`config.mk`:
```
export PLATFORM = sky130hd
export DESIGN_NAME = impact_sram_sequencer
export DESIGN_NICKNAME = d
export VERILOG_FILES = /design/src/rtl/impact_sram_sequencer.sv
export SDC_FILE = /design/constraint.sdc
export NUM_CORES = 1
export LEC_CHECK = 0
export ABC_AREA = 1
export BUFFER_PORTS_ARGS = -buffer_cell sky130_fd_sc_hd__buf_2
export CORE_ASPECT_RATIO = 2
export CORE_MARGIN = 2
export CORE_UTILIZATION = 38
export DETAILED_ROUTE_END_ITERATION = 10
export PLACE_DENSITY = 0.88
export SLEW_MARGIN = 20
export SYNTH_ARGS = -nofsm -noshare
export SYNTH_HDL_FRONTEND = slang
export SYNTH_SLANG_ARGS = --single-unit
```
`constraint.sdc`:
```
create_clock -name C -period 1.4 [get_ports C]
set_clock_uncertainty 0.1 [all_clocks]
set_input_delay 0.07 -clock C [delete_from_list [all_inputs] [get_ports C]]
set_output_delay 0.07 -clock C [all_outputs]
set_load 0.05 [all_outputs]
```
`src/rtl/impact_sram_sequencer.sv`:
```
// Precharge / wordline / sense sequencer for a banked SRAM macro.
// Commands and read data move through a shared serial port while idle.
module impact_sram_sequencer #(
   parameter int ROWS    = 32,
   parameter int BANKS   = 4,
   parameter int COLS    = 2,
   parameter int PRE_CYC = 2,
   parameter int WL_CYC  = 4
) (
   input  logic                  C,
   input  logic                  rst_n,
   input  logic                  SI,
   input  logic                  SE,
   input  logic                  GO,
   input  logic [COLS-1:0]       BL,
   input  logic [COLS-1:0]       BLb,
   output logic [BANKS-1:0]      PRE,
   output logic [BANKS*ROWS-1:0] WL,
   output logic                  SO,
   output logic                  BUSY,
   output logic                  DONE,
   output logic                  ERR
);

   localparam int RW    = $clog2(ROWS);
   localparam int BW    = (BANKS > 1) ? $clog2(BANKS) : 1;
   localparam int CMD_W = BW + RW;
   localparam int MAXC  = (PRE_CYC > WL_CYC) ? PRE_CYC : WL_CYC;
   localparam int CW    = (MAXC > 1) ? $clog2(MAXC) : 1;

   localparam logic [RW:0] ROWS_L  = ROWS[RW:0];
   localparam logic [BW:0] BANKS_L = BANKS[BW:0];

   typedef enum logic [1:0] {
      S_IDLE,
      S_PRECH,
      S_WLON,
      S_FIN
   } state_t;

   state_t                  r_state;
   state_t                  w_next;
   logic [CMD_W-1:0]        r_cmd;
   logic [COLS-1:0]         r_rd;
   logic                    r_err;
   logic [BW-1:0]           r_bank;
   logic [RW-1:0]           r_row;
   logic [CW-1:0]           r_cnt;

   logic [RW-1:0]           w_cmdRow;
   logic [BW-1:0]           w_cmdBank;
   logic                    w_inRange;
   logic                    w_cntLast;
   logic [BANKS-1:0]        w_pre;
   logic [BANKS*ROWS-1:0]   w_wl;

   assign w_cmdRow  = r_cmd[RW-1:0];
   assign w_cmdBank = r_cmd[CMD_W-1:RW];
   assign w_inRange = ({1'b0, w_cmdRow} < ROWS_L) && ({1'b0, w_cmdBank} < BANKS_L);
   assign w_cntLast = (r_state == S_PRECH) ? (r_cnt == CW'(PRE_CYC - 1))
                                           : (r_cnt == CW'(WL_CYC - 1));

   always_ff @(posedge C) begin
      if (!rst_n) begin
         r_state <= S_IDLE;
      end else begin
         r_state <= w_next;
      end
   end

   // PRE and WL are pure state decodes, so they can never overlap and at most one WL bit is set.
   always_comb begin
      w_next = r_state;
      w_pre  = '0;
      w_wl   = '0;
      case (r_state)
         S_IDLE:  if (GO) w_next = w_inRange ? S_PRECH : S_FIN;
         S_PRECH: if (w_cntLast) w_next = S_WLON;
         S_WLON:  if (w_cntLast) w_next = S_FIN;
         S_FIN:   w_next = S_IDLE;
         default: w_next = S_IDLE;
      endcase
      for (int b = 0; b < BANKS; b++) begin
         w_pre[b] = (r_state == S_PRECH) && (r_bank == BW'(b));
         for (int r = 0; r < ROWS; r++) begin
            w_wl[b*ROWS + r] = (r_state == S_WLON) && (r_bank == BW'(b)) && (r_row == RW'(r));
         end
      end
   end

   always_ff @(posedge C) begin
      if (!rst_n) begin
         r_cnt <= '0;
      end else if (r_state == S_IDLE || w_next != r_state) begin
         r_cnt <= '0;
      end else begin
         r_cnt <= r_cnt + 1'b1;
      end
   end

   // GO wins over SE in the same idle cycle, so an access always uses the pre-shift command.
   always_ff @(posedge C) begin
      if (!rst_n) begin
         r_cmd  <= '0;
         r_rd   <= '0;
         r_err  <= 1'b0;
         r_bank <= '0;
         r_row  <= '0;
      end else begin
         if (r_state == S_IDLE) begin
            if (GO) begin
               if (w_inRange) begin
                  r_err  <= 1'b0;
                  r_bank <= w_cmdBank;
                  r_row  <= w_cmdRow;
               end else begin
                  r_err  <= 1'b1;
               end
            end else if (SE) begin
               r_cmd <= {r_cmd[CMD_W-2:0], SI};
               r_rd  <= r_rd << 1;
            end
         end
         if (r_state == S_WLON && w_cntLast) begin
            r_rd <= BL & ~BLb;
            if (|(BL ~^ BLb)) begin
               r_err <= 1'b1;
            end
         end
      end
   end

   assign PRE  = w_pre;
   assign WL   = w_wl;
   assign SO   = r_rd[COLS-1];
   assign BUSY = (r_state != S_IDLE);
   assign DONE = (r_state == S_FIN);
   assign ERR  = r_err;

endmodule

```
==> results.md, run 1 <==
* Stop err: [ERROR DPL-0038] Utilization greater than 100%, impossible to legalize
* Sequential area share after synthesis at 25.13%
* Leading area contributor after synthesis: nor2_1
* Clock buffer count from CTS at 3
* Syn Std Cell Area at 1673 sq um
* Average cell area after synthesis at 5.396 sq um
* Hold_buf cts at 1
* Synthesized Nets at 321
* I/O pin cnt at 145
* Initial Util at 38.93%
* Cell variety after synth at 16
* Die Y at 97.83 microns
* Final Wtd Congestion at 0.8878
* Root buffer cell: clkbuf_8
* Die X at 50.92 microns
* # H-tree levels at 1
* Synth warn at 0
* Outcome: stopped before the end
* Largest cells by area after synthesis: nor2_1, dfxtp_1, nand3_1
* Failing step: 4_1_cts
* Placed Area at 3158 sq um
* Post-synth top area share at 31.41%
* Yosys reg bits at 21
* IO Port Bufs at 144
* Row count at 34
* Post-Synthesis Cells at 310
* PostCTS Resize Cnt at 331
* # Post-CTS Setup Buffers at 0
* CTS max path bufs at 2
* Post-DP HPWL at 5.476 mm
* Clk sinks at 21
* Cells after DPL at 523
metrics by stage:
stage / TNS, ps / hold slack [ps] / utilization, % / worst slack, ps
3_5_place_dp: -5118 / 262.2 / 73.50 / -124.7
3_3_place_gp: -1917 / 245.2 / 73.50 / -74.85
2_1_floorplan: -21140 / 137.0 / - / -190.2
Yosys cell counts, drive strengths merged:
library cell and n:
a21oi 18, buf 17, clkbuf 2, clkinv 1, dfxtp 21, ha 2, inv 23, nand2 24
nand3 47, nor2 141, nor3 4, o21ai 10
cells by family after synthesis:
| logic type | count (synthesis) | synth area share [%] |
|---|---|---|
| flip-flops | 21 | 25.13 |
| AND/OR/NAND/NOR | 216 | 54.08 |
| buffers and inverters | 43 | 10.92 |
| adder cells (fa/ha/maj) | 2 | 1.496 |
| AO/OA/AOI/OAI | 28 | 8.377 |
==> run 2, diff against run 1 <==
--- a/config.mk
+++ b/config.mk
@@ -7,11 +7,10 @@
 export LEC_CHECK = 0
 export ABC_AREA = 1
 export BUFFER_PORTS_ARGS = -buffer_cell sky130_fd_sc_hd__buf_2
-export CORE_ASPECT_RATIO = 2
 export CORE_MARGIN = 2
-export CORE_UTILIZATION = 38
+export CORE_UTILIZATION = 25
 export DETAILED_ROUTE_END_ITERATION = 10
-export PLACE_DENSITY = 0.88
+export PLACE_DENSITY_LB_ADDON = 0.15
 export SLEW_MARGIN = 20
 export SYNTH_ARGS = -nofsm -noshare
 export SYNTH_HDL_FRONTEND = slang
==> run 2 against run 1 <==
- the flow now finishes, with violations (DRC, setup timing)
- synthesized area is the same
- synthesized cell count is the same
==> results.md, run 2 <==
* Number of remaining DRC errors at 15
* Maximum vdd ir drop at 0.5407 mV
* Area grow syn2layout at 211.7%
* Most common library cells after synthesis: nor2_1, nand3_1, nand2_1, inv_1, dfxtp_1 (unchanged)
* IO Port Bufs at 144 (unchanged)
* Largest cells by area after synthesis: nor2_1, dfxtp_1, nand3_1 (unchanged)
* Prevailing post-synth register cell: dfxtp_1 (unchanged)
* Routed WL per cell at 20.40 microns
* Yosys reg bits at 21 (unchanged)
* CP peak stage delay at 370 ps
* Latest clock arrival within the worst-skew pair at 260 ps
* Critical Path RT at 1230 ps
* Post-layout util at 81.18%
* Vias per cell at 5.342
* Via Count at 3,077
* Clk sinks at 21 (unchanged)
* FFs w/ async S/R, synth at 0% (unchanged)
* Maxcap violations at 0
* Initial drt markers at 168
* # H-tree levels at 1 (unchanged)
* Final net count at 511
* Crit path launch type: flip-flop
* Hold slack at 6.639 ps
* Leading area contributor after synthesis: nor2_1 (unchanged)
* Post-Synthesis Cells at 310 (unchanged)
* Max reg flops at 7
* Worst path most repeated cell: buf_6
* Root buffer cell: clkbuf_8 (unchanged)
* Largest net degree at the start of global routing at 33
* Final Wtd Congestion at 0.7729 (was 0.8878)
* Final WS setup at -396.5 ps
* Worst-margin pin slew at 788.3 ps
* Cell family with most CP delay: buffers and inverters
* Most common cell after layout, fill and taps aside: buf_6
* Clk network pwr share at 22.3%
* Gr ovfl total at 0
* Reg with most FFs: r_cmd
* Max FO, Critical Path at 8
* Post-DP HPWL at 5.629 mm (was 5.476 mm)
* Initial Util at 26.05% (was 38.93%)
* Switching pwr at 0.0006948 W
* Hold Path Stages at 3
* Vias in the first global route at 2,754
* Worst R2R Setup Slack at -20 ps
* Failing checks: DRC, setup timing
* Clock buffer count from CTS at 3 (unchanged)
* Tcrit/Tclk final at 128.3%
* Average cell area after synthesis at 5.396 sq um (unchanged)
* Share of cells above drive strength 1 at 83.17%
* Max-slew headroom at 47.25%
* Post-route minimum period at 1796 ps
* Crit Path Class: flip-flop to output pin
* Internal Power at 0.001089 W
* Unrepaired setup endpoints after global routing: true
* GRT Overall Usage at 23.68%
* Hold path start: rst_n
* Diodes inserted at 0
* Pre-CTS setup slack at -143.6 ps (was -124.7 ps)
* Sequential share of power at 37.0%
* Die Y at 85.80 microns (was 97.83 microns)
* Outcome: finished with violations (was stopped before the end)
* Synthesized Nets at 321 (unchanged)
* Final antenna-violating net count at 0
* Hold Crit Class: input pin to flip-flop
* Worst-path cell chain: nor2_1 -> buf_6 -> nand3_1 -> buf_4 -> nor2_2 -> buf_6
* Switching portion of total power at 38.95%
* Upper clock frequency limit at 556.6 MHz
* R2r endpoint: r_rd[1]
* Most frequent cells in the layout: buf_6, nor2_2, nor2_4, buf_8, buf_4
* Static Leak at 1.848 nW
* Post-synth top area share at 31.41% (unchanged)
* CTS tree: done
* Top Registers: r_cmd x7, r_row x5
* Slew Viols, Final at 0
* Final hold vios at 0
* Sequential area share after synthesis at 25.13% (unchanged)
* CTS max path bufs at 2 (unchanged)
* Synth warn at 0 (unchanged)
* Row count at 29 (was 34)
* Core area at 6422 sq um
* Syn Std Cell Area at 1673 sq um (unchanged)
* Combinational cell fraction of total power at 40.7%
* Initial antenna violation count at 0
* Reg clk slew, reported paths at 80 ps
* Die area at 7362 sq um
* Die X at 85.80 microns (was 50.92 microns)
* Endpoint of the worst hold path: r_state[0]
* Routed wire length at 11.75 mm
* 1st-pass router iterations at 8
* CP max stage cell: dfxtp_4
* PwrDens at 342.1 nW/um^2
* Worst R2R Path Depth at 9
* Critical Path AT at 1630 ps
* Setup crit end kind: output pin
* EDFF count, synth at 0 (unchanged)
* First-pass GRT wire length at 14.12 mm
* Cell variety after synth at 16 (unchanged)
* Number of setup violations in the final report at 134
* I/O pin cnt at 145 (unchanged)
* R2r startpoint: r_state[0]
* Count leader, synth: nor2_1 (unchanged)
* CP bufs+invs at 3
* # fillers at 317
-- run 2: cell counts after synthesis --
Identical to the previous run, type by type.
-- run 2: how the worst max path moves through the flow --
stage | startpoint | depth (start not counted) | endpoint
5_1_grt | r_row[2] | 6 | WL[113]
2_1_floorplan | r_row[0] | 4 | WL[113]
3_5_place_dp | r_row[3] | 5 | WL[44]
4_1_cts | r_state[1] | 7 | WL[63]
6_report | r_row[3] | 6 | WL[113]
3_3_place_gp | r_row[3] | 5 | WL[44]
-- run 2: cell type report --
type	count	area (sq um)	area share [%]
sequential	21	437.9	8.399
tap	77	96.34	1.848
clock inverter	1	5.005	0.09599
clock buffer	3	41.29	0.7919
timing repair buffer	203	2382	45.69
multi-input combinational	247	2156	41.35
inverter	24	95.09	1.824
-- run 2: layer usage --
metal	track usage, %	vias up	share of wire [%]
li1	-	1369	-
met1	27.21	1494	36
met4	10.39	0	4.9
met3	2.310	42	6.4
met5	0	-	0
met2	44.11	172	53
-- run 2: cell families (layout without fill, tap and decap cells) --
| group | count (synthesis) | count (layout) | share of synthesized area, % |
|---|---|---|---|
| AND/OR/NAND/NOR | 216 | 217 | 54.08 |
| AO/OA/AOI/OAI | 28 | 28 | 8.377 |
| adder cells (fa/ha/maj) | 2 | 2 | 1.496 |
| flip-flops | 21 | 21 | 25.13 |
| buffers and inverters | 43 | 231 | 10.92 |
-- run 2: power by group through the flow --
stage,combinational [W],sequential [W],clock (W)
after floorplan,0.000254,0.000659,0
after global placement,0.000438,0.000660,0
after detailed placement,0.000441,0.000661,0
after CTS,0.000580,0.000656,0.000402
after global routing,0.000764,0.000664,0.000433
final,0.000727,0.000660,0.000397
-- run 2: tightest hold or removal path, cell delays in order --
cell and delay, ps:
buf_2 150, nand2_1 80, inv_1 30
-- run 2: through the flow --
stage | cells | total power [W] | setup TNS (ps) | cell area (sq um)
after floorplan | 310 | 0.0009132 | -21140 | 2152
after global placement | 553 | 0.001098 | -5812 | 3264
after detailed placement | 553 | 0.001102 | -8355 | 3264
after CTS | 567 | 0.001638 | -29040 | 4477
after global routing | 576 | 0.001862 | -45900 | 5214
final | 576 | 0.001784 | -38500 | 5214
-- run 2: repair_timing --
action | CTS | global route
hold buffers | 1 | 0
endpoints found under the hold margin | 1 | 0
pin swaps | 0 | 16
gates resized for setup | 318 | 146
setup endpoints to repair | 140 | 146
cloned | 2 | 6
setup buffers | 7 | 4
Power figures use the tool's default switching activity.
==> run 3, diff against run 2 <==
--- a/config.mk
+++ b/config.mk
@@ -5,10 +5,11 @@
 export SDC_FILE = /design/constraint.sdc
 export NUM_CORES = 1
 export LEC_CHECK = 0
-export ABC_AREA = 1
 export BUFFER_PORTS_ARGS = -buffer_cell sky130_fd_sc_hd__buf_2
+export CELL_PAD_IN_SITES_DETAIL_PLACEMENT = 1
+export CELL_PAD_IN_SITES_GLOBAL_PLACEMENT = 1
 export CORE_MARGIN = 2
-export CORE_UTILIZATION = 25
+export CORE_UTILIZATION = 24
 export DETAILED_ROUTE_END_ITERATION = 10
 export PLACE_DENSITY_LB_ADDON = 0.15
 export SLEW_MARGIN = 20
==> run 3 against run 2 <==
- the run now fails in 4_1_cts
- synthesized cell count shrank 4.5%
- synthesized area up 5.5%
==> results.md, run 3 <==
* Initial Util at 24.59% (was 26.05%)
* Final Wtd Congestion at 0.7804 (was 0.7729)
* PostCTS Resize Cnt at 434 (was 318)
* Outcome: stopped before the end (was finished with violations)
* Row count at 31 (was 29)
* Clock buffer count from CTS at 3 (unchanged)
* I/O pin cnt at 145 (unchanged)
* EDFF count, synth at 0 (unchanged)
* # Post-CTS Setup Buffers at 20 (was 7)
* Average cell area after synthesis at 5.960 sq um (was 5.396 sq um)
* Die X at 89.74 microns (was 85.80 microns)
* Root buffer cell: clkbuf_8 (unchanged)
* Failing step: 4_1_cts
* Count leader, synth: nor2_1 (unchanged)
* Cell variety after synth at 37 (was 16)
* Post-Synthesis Cells at 296 (was 310)
* Stop err: [ERROR DPL-0033] detailed placement checks failed during check placement.
* Post-synth top area share at 28.30% (was 31.41%)
* Syn Std Cell Area at 1764 sq um (was 1673 sq um)
* Leading area contributor after synthesis: nor2_1 (unchanged)
* Largest cells by area after synthesis: nor2_1, dfxtp_1, nand2_1 (was nor2_1, dfxtp_1, nand3_1)
* Hold_buf cts at 1 (unchanged)
* Post-DP HPWL at 6.948 mm (was 5.629 mm)
* IO Port Bufs at 144 (unchanged)
* Die Y at 89.74 microns (was 85.80 microns)
* # H-tree levels at 1 (unchanged)
* Yosys reg bits at 21 (unchanged)
* Synthesized Nets at 307 (was 321)
* FFs w/ async S/R, synth at 0% (unchanged)
* Most common library cells after synthesis: nor2_1, nand2_1, dfxtp_1, clkbuf_1, nor2b_1 (was nor2_1, nand3_1, nand2_1, inv_1, dfxtp_1)
* Clk sinks at 21 (unchanged)
* Prevailing post-synth register cell: dfxtp_1 (unchanged)
* CTS max path bufs at 2 (unchanged)
* Sequential area share after synthesis at 23.83% (was 25.13%)
* Synth warn at 0 (unchanged)
* Cells after DPL at 568 (was 553)
* Pre-CTS setup slack at -241.0 ps (was -143.6 ps)
==> run 3: cell types whose count changed after synthesis, moves of 7 or more <==
cell      change
a21boi_0      +8
a21oi_1      -17
buf_2        -11
clkbuf_1     +11
inv_1        -18
mux2i_1       +7
nand2_1      +27
nand3_1      -41
nor2_1        -7
nor2b_1      +11
nor3b_1       +8
o21ai_0      -10
==> run 3: per-stage QoR <==
stage                     TNS, ps  area (sq um)
after detailed placement   -22630          4031
after floorplan            -16670          2788
after global placement     -16120          4031
==> run 3: logic make-up after synthesis <==
kind of cell | Yosys count | share of synthesized area, %
and+or+nand+nor | 224 | 57.09
buffers and inverters | 27 | 7.092
DFF | 21 | 23.83
AOI/OAI and AO/OA | 14 | 6.099
muxes | 7 | 3.972
adders and majority gates | 2 | 1.418
xor gates and xnor gates | 1 | 0.4965
